[config.mk]
export PLATFORM = sky130hd
export DESIGN_NAME = dmem_pipe
export DESIGN_NICKNAME = d
export VERILOG_FILES = /design/src/rtl/dmem_pkg.sv /design/src/rtl/dmem_rsp_pipe.sv /design/src/rtl/dmem_pipe.sv
export SDC_FILE = /design/constraint.sdc
export NUM_CORES = 1
export LEC_CHECK = 0
export CORE_MARGIN = 4
export CORE_UTILIZATION = 40
export DETAILED_ROUTE_END_ITERATION = 6
export GPL_TIMING_DRIVEN = 0
export PLACE_DENSITY_LB_ADDON = 0.15
export SYNTH_ARGS = -nofsm -noshare
export SYNTH_HDL_FRONTEND = slang
export SYNTH_SLANG_ARGS = --single-unit
export TNS_END_PERCENT = 10
[constraint.sdc]
create_clock -name clk -period 4.1 [get_ports clk]
set_clock_uncertainty 0.1 [all_clocks]
set_input_delay 0.82 -clock clk [delete_from_list [all_inputs] [get_ports clk]]
set_output_delay 0.82 -clock clk [all_outputs]
set_load 0.03 [all_outputs]
[src/rtl/dmem_pkg.sv]
// Shared types for the pipelined data memory: FSM states, default geometry and response record.
package dmem_pkg;

  typedef enum logic {
    INIT = 1'b0,
    RUN  = 1'b1
  } state_t;

  localparam int DATA_W_DEF = 16;
  localparam int DEPTH_DEF  = 64;
  localparam int LANES      = DATA_W_DEF / 8;
  localparam int IDX_W      = $clog2(DEPTH_DEF);

  typedef struct packed {
    logic                  valid;
    logic                  err;
    logic [DATA_W_DEF-1:0] rdata;
  } rsp_t;

endpackage

[src/rtl/dmem_rsp_pipe.sv]
// Stallable response delay line: STAGES registers deep, every stage holds while i_stall is high.
module dmem_rsp_pipe
  import dmem_pkg::*;
#(
  parameter int  STAGES  = 2,
  parameter type rsp_w_t = rsp_t
) (
  input  logic   clk,
  input  logic   rst_n,
  input  logic   i_stall,
  input  rsp_w_t i_rsp,
  output rsp_w_t o_rsp
);

  rsp_w_t r_stg [STAGES];

  always_ff @(posedge clk or negedge rst_n) begin
    if (!rst_n) begin
      for (int s = 0; s < STAGES; s++) r_stg[s] <= '0;
    end else if (!i_stall) begin
      r_stg[0] <= i_rsp;
      for (int s = 1; s < STAGES; s++) r_stg[s] <= r_stg[s-1];
    end
  end

  assign o_rsp = r_stg[STAGES-1];

endmodule

[src/rtl/dmem_pipe.sv]
// Word-addressed data memory with valid/ready requests, byte-lane writes, range check,
// post-reset clear sweep and an RD_LAT-cycle in-order response pipeline.
module dmem_pipe
  import dmem_pkg::*;
#(
  parameter int DATA_W = 16,
  parameter int DEPTH  = 64,
  parameter int ADDR_W = 16,
  parameter int RD_LAT = 2
) (
  input  logic                clk,
  input  logic                rst_n,
  input  logic                req_valid,
  output logic                req_ready,
  input  logic                req_we,
  input  logic [ADDR_W-1:0]   req_addr,
  input  logic [DATA_W-1:0]   req_wdata,
  input  logic [DATA_W/8-1:0] req_be,
  output logic                rsp_valid,
  input  logic                rsp_ready,
  output logic [DATA_W-1:0]   rsp_rdata,
  output logic                rsp_err
);

  localparam int NL = DATA_W / 8;
  localparam int IW = $clog2(DEPTH);

  typedef struct packed {
    logic              valid;
    logic              err;
    logic [DATA_W-1:0] rdata;
  } rsp_dw_t;

  state_t            r_state;
  logic [IW-1:0]     r_clr_cnt;
  logic [DATA_W-1:0] r_mem [DEPTH];

  logic              w_stall;
  logic              w_acc;
  logic              w_in_range;
  logic [IW-1:0]     w_idx;
  rsp_dw_t           w_stg_in;
  rsp_dw_t           w_stg_out;

  assign w_stall    = w_stg_out.valid && !rsp_ready;
  assign req_ready  = (r_state == RUN) && !w_stall;
  assign w_acc      = req_valid && req_ready;
  // Full-width compare: high address bits must not alias into the array.
  assign w_in_range = {1'b0, req_addr} < (ADDR_W+1)'(DEPTH);
  assign w_idx      = req_addr[IW-1:0];

  always_ff @(posedge clk or negedge rst_n) begin
    if (!rst_n) begin
      r_state   <= INIT;
      r_clr_cnt <= '0;
    end else begin
      case (r_state)
        INIT: begin
          r_clr_cnt <= r_clr_cnt + 1'b1;
          if (r_clr_cnt == IW'(DEPTH - 1)) r_state <= RUN;
        end
        default: r_state <= RUN;
      endcase
    end
  end

  always_ff @(posedge clk) begin
    if (r_state == INIT) begin
      r_mem[r_clr_cnt] <= '0;
    end else if (w_acc && req_we && w_in_range) begin
      for (int l = 0; l < NL; l++) begin
        if (req_be[l]) r_mem[w_idx][l*8 +: 8] <= req_wdata[l*8 +: 8];
      end
    end
  end

  always_comb begin
    w_stg_in.valid = w_acc;
    w_stg_in.err   = w_acc && !w_in_range;
    w_stg_in.rdata = '0;
    if (w_acc && !req_we && w_in_range) w_stg_in.rdata = r_mem[w_idx];
  end

  dmem_rsp_pipe #(
    .STAGES  (RD_LAT),
    .rsp_w_t (rsp_dw_t)
  ) u_rsp_pipe (
    .clk     (clk),
    .rst_n   (rst_n),
    .i_stall (w_stall),
    .i_rsp   (w_stg_in),
    .o_rsp   (w_stg_out)
  );

  assign rsp_valid = w_stg_out.valid;
  assign rsp_err   = w_stg_out.err;
  assign rsp_rdata = w_stg_out.rdata;

endmodule
==> qor.csv <==
stage,metric,value,unit
synthesis,synthesis.nets,2219,
route,top_layer,met4,
critical_path,end_kind,flip-flop,
critical_path,crit_family,buffers and inverters,
critical_path,cp_slowest_cell,clkbuf_1,
floorplan,num_io_pins,58,
route,routed_wirelength,125000,microns
global_route,antenna_found_initial,5,
critical_path,critical-path-max-stage-delay,1.21,ns
global_route,grt_pass1_vias,23000,
route,ant_nets,0,
sta,worst_pin_slew,1.56,ns
synthesis,ys.flop_type,edfxtp_1,
synthesis,synth.cell_area,42700,sq um
clocking,clock-sinks,1067,
clocking,clkTransAtPathRegs,0.06,ns
sta,slew_headroom,-4.23,%
power,p_per_area,446,nW/um^2
route,wl_met2,57200,microns
sta,rsz0062_at_grt,yes,
synthesis,synthCells,2179,
floorplan,core,106000,sq um
global_route,overflow,0,
min_path,hold_path.class,reg -> reg,
floorplan,die_h,335,microns
route,drtIter0Drc,2676,
sta,min_period,4.40,ns
sta,fin_ws,-0.300,ns
placement,routabilityCongestion,0.921,
synthesis,postSynthAreaPerCell,19.6,sq um
synthesis,synth_top_area_share,72.0,%
synthesis,synth_area_leaders,"edfxtp_1 72%, mux4_2 11%, mux2i_1 2.8%",
floorplan,die_x,335,microns
synthesis,synth_edf_count,1024,
sta,min_period_over_period,107,%
job,maxCapViolations,1,
global_route,grt_max_degree,65,
critical_path,crit_buf_inv,3,
synthesis,synth_warnings,0,
sta,setup_viol,122,
sta,hold_slack,0.367,ns
power,p_leak,13.0,nW
clocking,root_buffer,clkbuf_16,
layout,area_growth,16.0,%
clocking,htree_levels,3,
critical_path,critical_path_class,in -> reg,
global_route,grt_pass1_wl,175000,microns
route,drc,0,
synthesis,synthArstFlopShare,4.03,%
synthesis,yosysTopAreaCell,edfxtp_1,
floorplan,start_util,40.4,%
floorplan,die-area,112000,sq um
layout,nets,2416,
route,wl_per_cell,32.5,microns
sta,clock.fmax,227,MHz
sta,hold_viol,0,
synthesis,ys_seq_elements,1067,
global_route,grt_usage,22.3,%
route,first_pass_iters,5,
route,via_per_inst,5.89,
clocking,numCtsBuffers,107,
sta,final_max_slew_viol_count,11,
power,peakVddDrop,0.000308,V
placement,numPortBuffers,51,
route,met1Wirelength,53200,microns
clocking,cts_tree,done,
synthesis,ys_types,47,
floorplan,rows,119,
clocking,cts_buffer_depth,3,
route,via_count,22700,
outcome,violations,"capacitance limit, slew limit, setup timing",
clocking,insertion_delay,0.68,ns
layout,drive_gt1_share,28.1,%
critical_path,start_kind,input port,
critical_path,crit_chain,"clkdlybuf4s50_1, and2_1, and3_1, a41oi_1, clkbuf_1, nor3_1, buf_2",
critical_path,cp_data_required_time,4.42,ns
route,route.met3.wl,9870,microns
critical_path,cp_max_fo,10,
outcome,outcome,"finished, violations left",
critical_path,arrival,4.72,ns
synthesis,yosysSeqAreaShare,74.5,%
power,finalPower,0.0221,W
placement,dp.final_hpwl,86300,microns
timing repair:
item / in CTS / in global routing
hold buffers: 1 / 0
setup endpoints to repair: 659 / 632
endpoints found under the hold margin: 30 / 0
gates resized for setup: 80 / 31
setup buffers: 0 / 1
pin swaps: 0 / 3
area by class of cell:
type	count	area, sq um
well taps	1391	1740
multi-input cells	944	10700
clock inverters	58	593
inverters	3	11.3
plain buffers	164	857
diodes	2	5.00
repair buffers	89	937
flip-flops and latches	1067	31800
clock buffers	134	2850
fillers	8759	56000
flip-flops by register name, indices dropped and copies added (netlist names):
register,cells
r_clr_cnt,6
r_mem,1024
r_state,1
u_rsp_pipe.o_rsp,18
u_rsp_pipe.r_stg,18
cells by family after synthesis:
logic type	Yosys count	synth area share (%)
simple gates	384	4.56
fa+ha+maj	1	0.0293
buf+inv	168	2.01
mux	416	16.1
flops	1067	74.5
compound gates	138	2.68
xor+xnor	5	0.103
synthesized netlist by cell type (all sizes together), types with 14 or more instances:
| cell | number |
|---|---|
| a221oi | 104 |
| and2 | 27 |
| buf | 73 |
| clkbuf | 92 |
| dfrtp | 43 |
| edfxtp | 1024 |
| mux2 | 90 |
| mux2i | 119 |
| mux4 | 207 |
| nand2 | 87 |
| nand2b | 53 |
| nor2 | 26 |
| nor2b | 14 |
| nor3 | 138 |
| o21ai | 16 |
| or3 | 14 |
path summary, 6_finish.rpt:
| check | to | start | depth (start not counted) | slack [ns] |
|---|---|---|---|---|
| worst max-delay path | r_mem[30][6] | req_valid | 7 | -0.30 |
| worst min-delay path | u_rsp_pipe.o_rsp[16] | u_rsp_pipe.o_rsp[16] | 2 | 0.37 |
| worst max register to register | r_mem[30][6] | r_state | 7 | -0.24 |
| worst min register to register | u_rsp_pipe.o_rsp[16] | u_rsp_pipe.o_rsp[16] | 2 | 0.37 |
| max in group asynchronous | u_rsp_pipe.o_rsp[10] | rst_n | 3 | 3.13 |
| min in group asynchronous | u_rsp_pipe.o_rsp[17] | rst_n | 3 | 0.54 |
worst register-to-register path, delay by kind of cell, from the launching register on:
family	cells	cell delay [ns]
buf+inv	3	1.70
simple gates	3	0.80
flops	1	0.36
compound gates	1	1.14
power by group:
group | switching [W] | internal (W) | leakage [nW] | total, W
registers | 0 | 0.0118 | 7.72 | 0.0118
logic | 0.000411 | 0.000204 | 3.64 | 0.000614
clock network | 0.00403 | 0.00570 | 1.69 | 0.00973
metrics by stage:
step                      cell area (sq um)  TNS (ns)  worst slack, ns  utilization, %  cells
final                                 49500     -8.83           -0.300            46.9   3852
after global placement                44900  -2508.85            -2.11            42.6   3621
after global routing                  49500    -27.42           -0.254            46.9   3850
after floorplan                       42700         0            0.543               -   2179
after CTS                             49400     -1.87          -0.0970            46.8   3846
after detailed placement              45500   -920.85            -1.30            43.1   3654
placed cells by master (no fill, tap or decap), types with 12 or more instances in the layout:
master | netlist | routed
bufinv_16 | 0 | 13
clkbuf_1 | 92 | 108
nand2_1 | 87 | 87
buf_4 | 39 | 45
nor2b_1 | 14 | 14
nor2_1 | 26 | 26
a221oi_1 | 104 | 104
mux4_2 | 207 | 207
clkinv_2 | 0 | 16
nor3_2 | 0 | 99
mux2i_2 | 0 | 12
dfrtp_1 | 43 | 43
nor3_1 | 138 | 30
or3_1 | 14 | 14
mux2_2 | 90 | 90
buf_2 | 19 | 33
clkbuf_16 | 0 | 109
nand2b_1 | 53 | 53
edfxtp_1 | 1024 | 1024
clkdlybuf4s50_1 | 0 | 50
mux2i_1 | 119 | 106
clkinv_1 | 0 | 26
metal layers:
metal | up-vias | track usage [%]
met5 | - | 0
met2 | 974 | 34.7
met4 | 0 | 7.85
met1 | 12200 | 31.7
met3 | 186 | 4.32
li1 | 9357 | -
No activity file was read; power rests on OpenSTA's default activity.
